### src/rtl/llc_set_fetch.sv
// LLC set fetch: reads one set's tags/states, pushes a lookup packet,
// then strobes the lookup stage with a registered snapshot of the set.
module llc_set_fetch #(
    parameter int LLC_WAYS       = 16,
    parameter int LLC_WAY_BITS   = 4,
    parameter int LLC_SET_BITS   = 8,
    parameter int LLC_TAG_BITS   = 16,
    parameter int LLC_STATE_BITS = 3,
    parameter int INVALID        = 0
) (
    input  logic                                   clk,
    input  logic                                   rst,
    input  logic                                   req_valid,
    output logic                                   req_ready,
    input  logic [LLC_SET_BITS-1:0]                req_set,
    input  logic [LLC_TAG_BITS-1:0]                req_tag,
    output logic                                   rd_en,
    output logic [LLC_SET_BITS-1:0]                rd_set,
    input  logic [LLC_WAYS*LLC_TAG_BITS-1:0]       rd_tags,
    input  logic [LLC_WAYS*LLC_STATE_BITS-1:0]     rd_states,
    input  logic [LLC_WAY_BITS-1:0]                rd_evict_way,
    input  logic                                   wr_en,
    input  logic [LLC_SET_BITS-1:0]                wr_set,
    input  logic [LLC_WAY_BITS-1:0]                wr_way,
    input  logic [LLC_TAG_BITS-1:0]                wr_tag,
    input  logic [LLC_STATE_BITS-1:0]              wr_state,
    output logic [LLC_WAYS*LLC_TAG_BITS-1:0]       tags_buf,
    output logic [LLC_WAYS*LLC_STATE_BITS-1:0]     states_buf,
    output logic [LLC_WAY_BITS-1:0]                evict_way_buf,
    output logic                                   fifo_push_lookup,
    output logic [LLC_TAG_BITS+LLC_SET_BITS-1:0]   fifo_lookup_in,
    input  logic                                   fifo_full_lookup,
    output logic                                   lookup_en,
    input  logic                                   lookup_stall
);

    typedef enum logic [1:0] {
        S_IDLE,
        S_RD,
        S_ISSUE
    } state_t;

    state_t state, next_state;

    logic [LLC_SET_BITS-1:0] set_q;
    logic [LLC_TAG_BITS-1:0] tag_q;
    logic                    accept;
    logic                    fwd;

    assign accept = (state == S_IDLE) && req_valid && !fifo_full_lookup && !rst;
    assign fwd    = (state != S_IDLE) && wr_en && (wr_set == set_q);

    always_ff @(posedge clk or posedge rst) begin
        if (rst) begin
            state <= S_IDLE;
        end else begin
            state <= next_state;
        end
    end

    always_comb begin
        next_state = state;
        case (state)
            S_IDLE:  if (accept) next_state = S_RD;
            S_RD:    next_state = S_ISSUE;
            S_ISSUE: if (!lookup_stall) next_state = S_IDLE;
            default: next_state = S_IDLE;
        endcase
    end

    always_comb begin
        req_ready        = (state == S_IDLE) && !fifo_full_lookup && !rst;
        rd_en            = accept;
        rd_set           = req_set;
        fifo_push_lookup = (state == S_RD);
        fifo_lookup_in   = {tag_q, set_q};
        lookup_en        = (state == S_ISSUE) && !lookup_stall;
    end

    always_ff @(posedge clk or posedge rst) begin
        if (rst) begin
            set_q <= '0;
            tag_q <= '0;
        end else if (accept) begin
            set_q <= req_set;
            tag_q <= req_tag;
        end
    end

    // Same-set writes patch the snapshot; in RD they win over the SRAM data.
    always_ff @(posedge clk or posedge rst) begin
        if (rst) begin
            tags_buf      <= '0;
            states_buf    <= {LLC_WAYS{LLC_STATE_BITS'(INVALID)}};
            evict_way_buf <= '0;
        end else begin
            if (state == S_RD) begin
                tags_buf      <= rd_tags;
                states_buf    <= rd_states;
                evict_way_buf <= rd_evict_way;
            end
            for (int w = 0; w < LLC_WAYS; w++) begin
                if (fwd && wr_way == LLC_WAY_BITS'(w)) begin
                    tags_buf[w*LLC_TAG_BITS +: LLC_TAG_BITS]       <= wr_tag;
                    states_buf[w*LLC_STATE_BITS +: LLC_STATE_BITS] <= wr_state;
                end
            end
        end
    end

endmodule

### config.mk
export PLATFORM = sky130hd
export DESIGN_NAME = llc_set_fetch
export DESIGN_NICKNAME = d
export VERILOG_FILES = /design/src/rtl/llc_set_fetch.sv
export SDC_FILE = /design/constraint.sdc
export NUM_CORES = 1
export LEC_CHECK = 0
export ABC_AREA = 1
export BUFFER_PORTS_ARGS = -buffer_cell sky130_fd_sc_hd__buf_2
export CAP_MARGIN = 5
export CORE_AREA = 2 2 278 280
export DETAILED_ROUTE_END_ITERATION = 12
export DIE_AREA = 0 0 280 282
export HOLD_SLACK_MARGIN = 0.15
export SYNTH_ARGS = -nofsm -noshare
export SYNTH_HDL_FRONTEND = slang
export SYNTH_SLANG_ARGS = --single-unit
### constraint.sdc
create_clock -name clk -period 14.4 [get_ports clk]
set_clock_uncertainty 0.2 [all_clocks]
set_input_delay 2.88 -clock clk [delete_from_list [all_inputs] [get_ports clk]]
set_output_delay 2.88 -clock clk [all_outputs]
set_load 0.03 [all_outputs]
Word-level counts from Yosys, hierarchy flattened
Index checks and enable logic that the tools add are counted.

Register bits after elaboration: 334. Latch bits: 0. RAM bits: 0. Memory bits (read-only): 0. Input port bits: 369. Output and inout port bits: 344. Logic and storage cells: 140. Memories: 0.

$add $sub $neg: 0. $mul: 0. Divide/modulo/power cells: 0. Magnitude comparators: 0. Equality and inequality tests: 20. Shift operators: 0. Mux-type cells: 37. Bitwise logic cells: 0. Reduce and logical (&&, ||, !) cells: 47.

Operators by type and width (count): 16-bit 2-to-1 mux (16); 256-bit 2-to-1 mux (1); 3-bit 2-to-1 mux (16); 48-bit 2-to-1 mux (1); 2-bit nonzero test (17); 4-bit equality test (second input constant) (8); 1-bit logical AND (24); 4-bit by 3-bit equality test with 1-bit output (second input constant) (4); 4-bit by 2-bit equality test with 1-bit output (second input constant) (2); 8-bit equality test (1); 2-bit case mux with 3 select lines (1); 4-bit by 1-bit equality test with 1-bit output (second input constant) (1); 4-bit zero test (1); 2-bit 2-to-1 mux (2); 2-bit != test (second input constant) (2); 1-bit zero test (3); 2-bit by 1-bit equality test with 1-bit output (second input constant) (1); 2-bit equality test (second input constant) (1); 2-bit zero test (1); 2-bit AND reduction (1).

Logic depth before layout (Yosys ltp)
Depth in word-level cells: 6. Mapped depth: 13. Mapped depth without buffers: 10.

Worst setup path before layout
OpenSTA, ideal clock, no wires.

Path type: input-to-output. Start point: input port rst. End point: output port rd_en. Arrival: 4344 ps. Data required time: 11320 ps. Setup slack: 6976 ps. Stages: 4. Buffers on the path: 1. Cells stage by stage: nor3_1 > nand2_1 > clkinv_1 > buf_2.

Cells in the longest elaborated chain, start to end: 2.

Ends and longest elaborated chain: from (decl) (line 12) `input logic rst,`; 1-bit zero test (no source line); 1-bit logical AND (line 50) `assign accept = (state == S_IDLE) && req_valid && !fifo_full_lookup && !rst;`; to (decl) (line 17) `output logic rd_en,`.

Every way passes these cells.

Worst setup path in the final report
Ends and elaborated chain as after synthesis.

==> results.toml <==
[timing]
rsz0062_at_grt = "false"
tightest_slew_ps = 1120
period_share_pct = 55.9
min_period_ps = 8050
max_slew_margin_pct = 25.5
totalNegativeSetupSlack_ps = 0
max_freq_mhz = 124
slew_violations = 0
hold_viol = 0
setup_violations = 0

[setup_path]
path_common_cell = "buf_2"
crit_type = "input port to output pin"
cp.arrival_ps = 4970
path_buf_inv = 3
cpMaxStageDelayCell = "clkinv_1"
crit_chain = "buf_2 > nor3_1 > nand2_1 > clkinv_1 > buf_2"
required_ps = 11320
crit_family = "buffers and inverters"
start_kind = "input port"
max_stage_delay_ps = 840
cp_max_fo = 28
worstSetupEndpointType = "output pin"

[yosys]
netlist_top_cells_area = "dfrtp_1 (45%), nand2_1 (27%), nand4_1 (10%)"
ys.warnings.count = 0
netlist_area_um2 = 18500
synth-seq-cells = 334
synth_top_area_cell = "dfrtp_1"
avgSynthCellArea_um2 = 7.08
yosysSeqAreaShare_pct = 45.2
synth_fp_nets = 2979
ys_types = 23
netlist_instances = 2610
yosysTopAreaCellShare_pct = 45.2

[routing]
viasPerCell = 4.98
antenna_left = 0
drc = 0
wl_per_cell_um = 21.3
drt_iter0_drc = 1746
totalWireLength_um = 89200
drtPass1Iterations = 7
vias = 20833

[cts]
cts_tree = "built"
cts_setup_buffers = 0
path_clk_slew_ps = 60
clock_path_buffers = 3
root_buffer = "clkbuf_16"
insertion_delay_ps = 560
cts_max_level = 2
cts_hold_buf = 0
cts_resized = 0
cts.sinks = 334
cts_buffers = 43

[finish]
regArea_um2 = 8360
layout-drive-gt1-share_pct = 26.9
fillerInstances = 8279
multiInputGateArea_um2 = 8690
final_nets = 3531
area_growth_syn_to_layout_pct = 29.5

[die]
ios = 713
die_y_um = 282
rows = 101
fp.coreArea_um2 = 75700
die-area_um2 = 79000
initial_utilization_pct = 24.4
die_width_um = 280

[placement]
place.gp.congestion = 0.876
portBuffers = 712
dp_hpwl_um = 56500

[grt]
grt.total_usage_pct = 21.3
antenna_found_initial = 13
grt_start_max_net_pins = 152
overflow = 0
grt_pass1_wl_um = 128000
grt_pass1_vias = 19247

[power]
powerDensity_nw_per_um2 = 155
ir_drop_mv = 0.0819
finalPower_uw = 3710
leakage_uw = 0.0137

[outcome]
outcome = "completed"

[run]
cap_violations = 0

[hold_path]
hp-class = "register to register"
[logic make-up after synthesis]
family | Yosys count | share of synthesized area [%]
AOI/OAI and AO/OA | 4 | 0.122
and+or+nand+nor | 1967 | 46.5
buffers and inverters | 301 | 7.99
DFF | 334 | 45.2
xor gates and xnor gates | 4 | 0.190
[worst register-to-register path, cell delays in order (launching register included)]
cell and delay (ps):
dfrtp_1 430, nor2_4 300, buf_4 820, buf_4 820, buf_4 800, nand2_1 250, nand2_1 120, nand2_1 70
nand2_1 60
[layer usage]
layer / vias up / share of wire, % / global-route usage, %
met4: 12 / 3.9 / 8.34
met1: 9949 / 40 / 27.5
li1: 9671 / - / -
met5: - / 0.086 / 0
met3: 198 / 8.7 / 4.91
met2: 1003 / 47 / 34.7
[power breakdown]
group | switching, uW | internal, uW | leakage (uW)
registers | 134 | 1170 | 0.00418
clock network | 451 | 672 | 0.000712
logic | 938 | 341 | 0.00884
[state kept, by name, summed over array words and instances (netlist names)]
register	cells
state	2
evict_way_buf	4
set_q	8
states_buf	48
tag_q	16
tags_buf	256
[cell usage after synthesis]
library cell,count
buf_1,14
buf_2,76
buf_4,39
buf_6,13
clkbuf_1,121
clkbuf_4,2
clkinv_1,1
dfrtp_1,334
inv_1,33
inv_2,2
nand2_1,1318
nand2_2,1
nand3_1,317
nand3_2,4
nand4_1,304
nor2_1,18
nor2_2,2
nor2_8,1
nor3_1,2
o21a_1,1
o21ai_0,3
xnor2_1,3
xor2_1,1
[cell usage in the layout (no fill, tap or decap)]
master | netlist | routed
buf_12 | 0 | 4
buf_2 | 76 | 712
buf_4 | 39 | 56
bufinv_16 | 0 | 3
clkbuf_1 | 121 | 12
clkbuf_16 | 0 | 45
clkbuf_8 | 0 | 9
clkinv_1 | 1 | 6
clkinv_2 | 0 | 7
clkinv_4 | 0 | 1
dfrtp_1 | 334 | 334
diode_2 | 0 | 7
inv_1 | 33 | 26
inv_2 | 2 | 2
inv_6 | 0 | 1
inv_8 | 0 | 2
nand2_1 | 1318 | 1318
nand2_2 | 1 | 1
nand3_1 | 317 | 315
nand3_2 | 4 | 6
nand4_1 | 304 | 304
nor2_1 | 18 | 10
nor2_2 | 2 | 8
nor2_4 | 0 | 2
nor2_8 | 1 | 1
nor3_1 | 2 | 2
o21a_1 | 1 | 1
o21ai_0 | 3 | 3
xnor2_1 | 3 | 3
xor2_1 | 1 | 1
[worst paths after layout]
check | slack (ps) | cells past startpoint | from | end
worst max register to register | 10470 | 8 | state[1] | tags_buf[217]
worst min register to register | 270 | 2 | evict_way_buf[3] | evict_way_buf[3]
min in group asynchronous | 2220 | 2 | rst | tags_buf[8]
worst max-delay path | 6350 | 5 | rst | rd_en
max in group asynchronous | 9650 | 4 | rst | tags_buf[152]
worst min-delay path | 270 | 2 | evict_way_buf[3] | evict_way_buf[3]
[per-stage QoR]
stage | hold WS [ps] | utilization, % | std cells | area, um2 | setup slack (ps)
CTS | 268 | 31.6 | 4173 | 23900 | 6360
floorplan | 315 | - | 2610 | 18500 | 2070
detailed placement | 254 | 29.7 | 4095 | 22500 | 6350
global route | 304 | 31.6 | 4179 | 23900 | 6140
global placement | 248 | 29.7 | 4095 | 22500 | 6380
finish | 268 | 31.6 | 4180 | 23900 | 6350
[area by class of cell]
| cell class | count | share of cell area, % |
|---|---|---|
| antenna | 7 | 0.0732 |
| clock inverter | 12 | 0.596 |
| sequential | 334 | 34.9 |
| clock buffer | 66 | 5.41 |
| inverter | 36 | 0.627 |
| tap | 978 | 5.11 |
| timing repair buffer | 772 | 17.0 |
| multi-input combinational | 1975 | 36.3 |
Note: power is estimated with default switching activity, not from simulation.
